===== config.mk =====
export PLATFORM = sky130hd
export DESIGN_NAME = qos_stream_arbiter
export DESIGN_NICKNAME = d
export VERILOG_FILES = /design/src/rtl/stream_arb_pkg.sv /design/src/rtl/qos_rr_picker.sv /design/src/rtl/qos_stream_arbiter.sv
export SDC_FILE = /design/constraint.sdc
export NUM_CORES = 1
export LEC_CHECK = 0
export ABC_AREA = 1
export BUFFER_PORTS_ARGS = -buffer_cell sky130_fd_sc_hd__buf_4
export CAP_MARGIN = 20
export CORE_ASPECT_RATIO = 0.75
export CORE_MARGIN = 5
export CORE_UTILIZATION = 55
export CTS_CLUSTER_DIAMETER = 40
export DETAILED_ROUTE_END_ITERATION = 8
export HOLD_SLACK_MARGIN = 0.03
export PLACE_DENSITY = 0.93
export SYNTH_ARGS = -nofsm -noshare
export SYNTH_HDL_FRONTEND = slang
export SYNTH_HIERARCHICAL = 1
export SYNTH_SLANG_ARGS = --single-unit

===== constraint.sdc =====
create_clock -name clk -period 5.3 [get_ports clk]
set_input_delay 0.265 -clock clk [delete_from_list [all_inputs] [get_ports clk]]
set_output_delay 0.265 -clock clk [all_outputs]
set_load 0.05 [all_outputs]

===== src/rtl/stream_arb_pkg.sv =====
// Shared defaults, FSM state type and id-width helper for the QoS stream arbiter.
package stream_arb_pkg;

  localparam int unsigned T_DATA_WIDTH_DEF = 8;
  localparam int unsigned T_QOS_WIDTH_DEF  = 4;
  localparam int unsigned STREAM_CNT_DEF   = 4;

  typedef enum logic {
    ST_IDLE = 1'b0,
    ST_BUSY = 1'b1
  } arb_state_e;

  // Width of a stream index; never below one bit.
  function automatic int unsigned id_w(input int unsigned n);
    int unsigned w;
    w = 1;
    if (n > 1) w = int'($clog2(n));
    return w;
  endfunction

endpackage


===== src/rtl/qos_rr_picker.sv =====
// Combinational winner pick: highest nonzero QoS or QoS 0, first in round-robin order after last_gnt.
module qos_rr_picker
  import stream_arb_pkg::*;
#(
  parameter int unsigned STREAM_COUNT = STREAM_CNT_DEF,
  parameter int unsigned T_QOS__WIDTH = T_QOS_WIDTH_DEF,
  localparam int unsigned ID_W = id_w(STREAM_COUNT)
) (
  input  logic [STREAM_COUNT-1:0]                   valid_i,
  input  logic [STREAM_COUNT-1:0][T_QOS__WIDTH-1:0] qos_i,
  input  logic [ID_W-1:0]                           last_gnt_i,
  output logic [ID_W-1:0]                           win_o,
  output logic                                      any_valid_o
);

  logic [T_QOS__WIDTH-1:0] max_qos;
  logic [ID_W-1:0]         idx;
  logic                    found;

  // QoS 0 ties with the maximum, so the first stream in RR order matching either wins.
  always_comb begin
    max_qos = '0;
    for (int unsigned k = 0; k < STREAM_COUNT; k++) begin
      if (valid_i[k] && (qos_i[k] > max_qos)) max_qos = qos_i[k];
    end
    win_o = '0;
    found = 1'b0;
    idx   = '0;
    for (int unsigned i = 0; i < STREAM_COUNT; i++) begin
      idx = ID_W'((32'(last_gnt_i) + 32'd1 + i) % STREAM_COUNT);
      if (!found && valid_i[idx] && ((qos_i[idx] == '0) || (qos_i[idx] == max_qos))) begin
        found = 1'b1;
        win_o = idx;
      end
    end
  end

  assign any_valid_o = |valid_i;

endmodule


===== src/rtl/qos_stream_arbiter.sv =====
// Packet-level N:1 stream arbiter; a granted stream owns the output until its last beat or it drops valid.
module qos_stream_arbiter
  import stream_arb_pkg::*;
#(
  parameter int unsigned T_DATA_WIDTH = T_DATA_WIDTH_DEF,
  parameter int unsigned T_QOS__WIDTH = T_QOS_WIDTH_DEF,
  parameter int unsigned STREAM_COUNT = STREAM_CNT_DEF,
  localparam int unsigned ID_W = id_w(STREAM_COUNT)
) (
  input  logic                                      clk,
  input  logic                                      rst,
  input  logic [STREAM_COUNT-1:0][T_DATA_WIDTH-1:0] s_data_i,
  input  logic [STREAM_COUNT-1:0][T_QOS__WIDTH-1:0] s_qos_i,
  input  logic [STREAM_COUNT-1:0]                   s_last_i,
  input  logic [STREAM_COUNT-1:0]                   s_valid_i,
  output logic [STREAM_COUNT-1:0]                   s_ready_o,
  output logic [T_DATA_WIDTH-1:0]                   m_data_o,
  output logic [T_QOS__WIDTH-1:0]                   m_qos_o,
  output logic [ID_W-1:0]                           m_id_o,
  output logic                                      m_last_o,
  output logic                                      m_valid_o,
  input  logic                                      m_ready_i
);

  arb_state_e       state_q, state_d;
  logic [ID_W-1:0]  gnt_id_q, gnt_id_d;
  logic [ID_W-1:0]  last_gnt_q, last_gnt_d;
  logic [ID_W-1:0]  win;
  logic             any_valid;
  logic [ID_W-1:0]  sel;
  logic [STREAM_COUNT-1:0] sel_oh;

  qos_rr_picker #(
    .STREAM_COUNT (STREAM_COUNT),
    .T_QOS__WIDTH (T_QOS__WIDTH)
  ) u_picker (
    .valid_i     (s_valid_i),
    .qos_i       (s_qos_i),
    .last_gnt_i  (last_gnt_q),
    .win_o       (win),
    .any_valid_o (any_valid)
  );

  always_comb begin
    sel = (state_q == ST_BUSY) ? gnt_id_q : win;
    sel_oh = '0;
    sel_oh[sel] = 1'b1;
  end

  // Output muxing and next-state; m_ready_i low freezes state and pointer.
  always_comb begin
    state_d    = state_q;
    gnt_id_d   = gnt_id_q;
    last_gnt_d = last_gnt_q;
    s_ready_o  = '0;
    m_valid_o  = 1'b0;
    m_data_o   = '0;
    m_qos_o    = '0;
    m_id_o     = '0;
    m_last_o   = 1'b0;
    if (!rst) begin
      if (state_q == ST_BUSY) begin
        m_valid_o = s_valid_i[gnt_id_q];
        m_data_o  = s_data_i[gnt_id_q];
        m_qos_o   = s_qos_i[gnt_id_q];
        m_last_o  = s_last_i[gnt_id_q];
        m_id_o    = gnt_id_q;
        s_ready_o = sel_oh & {STREAM_COUNT{m_ready_i}};
        if (m_ready_i && (!s_valid_i[gnt_id_q] || s_last_i[gnt_id_q])) state_d = ST_IDLE;
      end else if (any_valid) begin
        m_valid_o = 1'b1;
        m_data_o  = s_data_i[win];
        m_qos_o   = s_qos_i[win];
        m_last_o  = s_last_i[win];
        m_id_o    = win;
        s_ready_o = sel_oh & {STREAM_COUNT{m_ready_i}};
        if (m_ready_i) begin
          last_gnt_d = win;
          if (!s_last_i[win]) begin
            state_d  = ST_BUSY;
            gnt_id_d = win;
          end
        end
      end else begin
        s_ready_o = {STREAM_COUNT{m_ready_i}};
      end
    end
  end

  always_ff @(posedge clk) begin
    if (rst) begin
      state_q    <= ST_IDLE;
      gnt_id_q   <= '0;
      last_gnt_q <= ID_W'(STREAM_COUNT - 1);
    end else begin
      state_q    <= state_d;
      gnt_id_q   <= gnt_id_d;
      last_gnt_q <= last_gnt_d;
    end
  end

endmodule


==> results of run 1 <==
-- cells by family after synthesis --
logic type / after synthesis / share of synthesized area
AOI/OAI and AO/OA: 86 / 0.160
xor gates and xnor gates: 1 / 0.00549
adders and majority gates: 12 / 0.0507
buffers and inverters: 108 / 0.166
DFF: 5 / 0.0338
and+or+nand+nor: 402 / 0.584
-- what timing repair did --
action	CTS
buffers inserted	7
cloned	4
setup endpoints to repair	19
gates resized for setup	62
pin swaps	11
-- layer usage --
layer / track usage / GRT overflow
met3: 0.691 / 4
met5: 0.326 / 0
met2: 1.15 / 263
met1: 0.835 / 2
met4: 1.00 / 96
-- through the flow --
stage,hold slack [ns],setup TNS [ns]
floorplan,0.334,0
global placement,0.479,-0.166
detailed placement,0.483,-3.48
CTS,0.250,-0.0436
==> flow_metrics.tcl, run 1 <==
set metrics [dict create \
    post-place-cells 769 \
    worst_endpoint "m_qos_o[0]" \
    synth_seq_area_share 0.0338 \
    cts_root_buffer "clkbuf_8" \
    portBuffers 78 \
    cts_buffers 3 \
    clk_path_buf_depth 2 \
    yosys-top-cells-area "nand2_1, nand3_1, inv_1" \
    h-tree-depth 1 \
    initial_core_util 0.560 \
    synth_edf_count 0 \
    cts_hold_buf 0 \
    grt_overflow_total 365 \
    endpoint_type "top-level output" \
    place_hpwl_microns 9150 \
    synth.most_common_cell "nand2_1" \
    synth_seq_cells 5 \
    synth-main-ff-cell "dfxtp_1" \
    num_rows 23 \
    synthArstFlopShare 0 \
    gp_congestion 0.986 \
    track_usage 0.901 \
    synthTopCellsByCount "nand2_1, nand3_1, inv_1" \
    pre_cts_ws_ns -0.240 \
    post-synth-top-area-cell "nand2_1" \
    synthesis.nets 685 \
    syn_inst 614 \
    synth.distinct_cells 32 \
    syn_avg_cell_area_sq_um 4.83 \
    die_w_microns 94.8 \
    firstError "[ERROR GRT-0232] Routing congestion too high. Check the congestion heatmap in the GUI." \
    haltStage "global routing" \
    synth_top_area_share 0.300 \
    grt_max_degree 43 \
    post_dp_cell_area_sq_um 3720 \
    ios 79 \
    status "aborted with a tool error" \
    die-height_microns 73.6 \
    ys_warn_count 6 \
    clock-sinks 5 \
    syn_area_sq_um 2960 \
]
==> run 2: changes to the inputs <==
- CORE_ASPECT_RATIO: 0.75 -> not set
- CORE_UTILIZATION: 55 -> 40
- CTS_CLUSTER_DIAMETER: 40 -> not set
- HOLD_SLACK_MARGIN: 0.03 -> not set
- PLACE_DENSITY: 0.93 -> not set
- PLACE_DENSITY_LB_ADDON: not set -> 0.15
==> run 2 against run 1 <==
Against the previous run:
- the flow now finishes without violations
- synthesized cell count stayed put
- synthesized area stayed put
==> flow_metrics.tcl, run 2 <==
set metrics [dict create \
    status "finished clean" \
    cp.arrival_ns 5.02 \
    maxCapViolations 0 \
    synth_edf_count 0 \
    crit_path_max_incr_delay_ns 0.26 \
    crit_type "in -> out" \
    setup_viol 0 \
    synthesis.nets 685 \
    synthArstFlopShare 0 \
    wirelength_microns 12700 \
    cts_tree "yes" \
    path_delay_family "simple AND/OR/NAND/NOR gates" \
    clk_pin_slew_ns 0.04 \
    synth.most_common_cell "nand2_1" \
    worstMarginPinSlew_ns 1.02 \
    drive_above_1_share 0.387 \
    synth-main-ff-cell "dfxtp_1" \
    ir_drop_uv 497 \
    gp_congestion 0.928 \
    rsz0062_at_grt "yes" \
    die_w_microns 96.1 \
    clock-sinks 5 \
    hold_path_class "in -> reg" \
    period_share 0.997 \
    final-seq-area_sq_um 100 \
    syn_inst 614 \
    critPathLaunchType "input pin" \
    synth_seq_area_share 0.0338 \
    clock_skew_ns 0.00210 \
    avgViaCountPerCell 5.50 \
    synth_top_area_share 0.300 \
    pre_cts_ws_ns -0.105 \
    clk_latency_ns 0.22 \
    vias 4523 \
    initial_core_util 0.411 \
    h-tree-depth 1 \
    drc 0 \
    syn_avg_cell_area_sq_um 4.83 \
    hold_viol 0 \
    antenna_found_initial 0 \
    required_ns 5.04 \
    yosys-top-cells-area "nand2_1, nand3_1, inv_1" \
    setup_ws_ns 0.0153 \
    ant_nets 0 \
    p_per_area_nw_per_um2 540 \
    first_iter_violations 293 \
    post_drt_wl_per_cell_microns 15.4 \
    cts_buffers 3 \
    track_usage 0.260 \
    cp_num_buf_inv 11 \
    num_rows 31 \
    synthTopCellsByCount "nand2_1, nand3_1, inv_1" \
    fmaxAchievable_mhz 189 \
    synth_seq_cells 5 \
    n_antenna_cell 0 \
    firstDrtPassIters 6 \
    endpoint_kind "output pin" \
    grt_overflow_total 0 \
    largestRegisters "gnt_id_q: 2 flops, last_gnt_q: 2 flops, state_q: 1 flops" \
    cts_root_buffer "clkbuf_8" \
    die-height_microns 96.1 \
    synth.distinct_cells 32 \
    dieArea_sq_um 9230 \
    cts_hold_buf 0 \
    p_leak_nw 2.49 \
    syn_area_sq_um 2960 \
    grt_pass1_vias 4169 \
    slew_headroom 0.319 \
    slowest_stage "ha_4" \
    final_common_cell "nand2_1" \
    crit_fanout 8 \
    clk_path_buf_depth 2 \
    grt_pass1_wl_microns 19200 \
    ys_warn_count 6 \
    ios 79 \
    layout_common_cells "nand2_1, buf_4, nand3_1" \
    drv_slew 0 \
    fin_crit_ns 5.28 \
    area_growth_pct 63.2 \
    core_area_sq_um 7210 \
    fillers 678 \
    fin_nets 795 \
    portBuffers 78 \
    place_hpwl_microns 9170 \
    grt_max_degree 44 \
    cp_common_cell "nand2_4" \
    multiInputGateArea_sq_um 3090 \
    post-synth-top-area-cell "nand2_1" \
    finalSetupTns_ns 0 \
]
-- run 2: routing by layer --
layer | routed length (microns) | up-vias | share of wire | track usage
li1 | - | 2210 | - | -
met1 | 5080 | 2055 | 0.40 | 0.321
met2 | 6330 | 221 | 0.50 | 0.464
met3 | 814 | 37 | 0.064 | 0.0274
met4 | 452 | 0 | 0.036 | 0.0924
met5 | 0 | - | 0 | 0
-- run 2: area by class of cell --
| type | instances | area share |
|---|---|---|
| flip-flops and latches | 5 | 0.0207 |
| repair buffers | 130 | 0.237 |
| inverters | 83 | 0.0686 |
| well taps | 99 | 0.0256 |
| multi-input cells | 501 | 0.639 |
| clock buffers | 4 | 0.00932 |
-- run 2: worst register-to-register path, stage by stage (launching register included) --
cell and delay (ns):
dfxtp_1 0.29, buf_4 0.23, xnor2_2 0.80, nand2_1 0.14
o21ai_1 0.26, inv_1 0.07, nand3_1 0.09, nand2_1 0.05
nand2_1 0.06, inv_1 0.04, nand2_1 0.06, nand2_2 0.07
nand2_4 0.10, nand2_1 0.07, inv_1 0.06, nand4_1 0.10
nand2_2 0.20, inv_4 0.07, buf_4 0.13, nand3_1 0.08
nand2_2 0.07, buf_4 0.14, nand2_1 0.09, nand3_1 0.09
nand2_1 0.06, inv_1 0.03
-- run 2: path summary, 6_finish.rpt --
path | cells after the start | end | start | slack [ns]
worst max-delay path | 44 | m_qos_o[3] | s_qos_i[1] | 0.02
worst min-delay path | 2 | gnt_id_q[1] | rst | 0.26
worst max register to register | 25 | state_q | last_gnt_q[0] | 1.74
worst min register to register | 2 | gnt_id_q[1] | gnt_id_q[1] | 0.55
-- run 2: timing repair --
| item | 4_1_cts | 5_1_grt |
|---|---|---|
| cloned | 0 | 1 |
| resized for setup | 33 | 166 |
| endpoints found under the setup margin | 17 | 22 |
| buffers inserted | 5 | 7 |
| pin swaps | 6 | 60 |
-- run 2: kinds of logic (layout without fill, tap and decap cells) --
logic type,Yosys count,count (layout),synth area share
AO/OA/AOI/OAI,86,86,0.160
XOR/XNOR,1,1,0.00549
adder cells (fa/ha/maj),12,12,0.0507
buffers and inverters,108,217,0.166
flip-flops,5,5,0.0338
AND/OR/NAND/NOR,402,402,0.584
-- run 2: metrics by stage --
stage	utilization	hold slack (ns)	area (sq um)	power [mW]	instances
floorplan	-	0.334	2990	1.45	614
global placement	0.531	0.481	3830	1.95	806
detailed placement	0.531	0.482	3830	1.97	806
CTS	0.562	0.249	4060	2.16	815
global route	0.670	0.256	4830	2.82	822
finish	0.670	0.258	4830	2.61	822
-- run 2: where the power goes --
group	switching, mW	leakage (nW)	internal (mW)	total (mW)
logic	1.49	2.43	0.958	2.45
clock network	0.0177	0.0228	0.0515	0.0693
registers	0.0436	0.0412	0.0500	0.0936
total	1.55	2.49	1.06	2.61
Power figures use the tool's default switching activity.
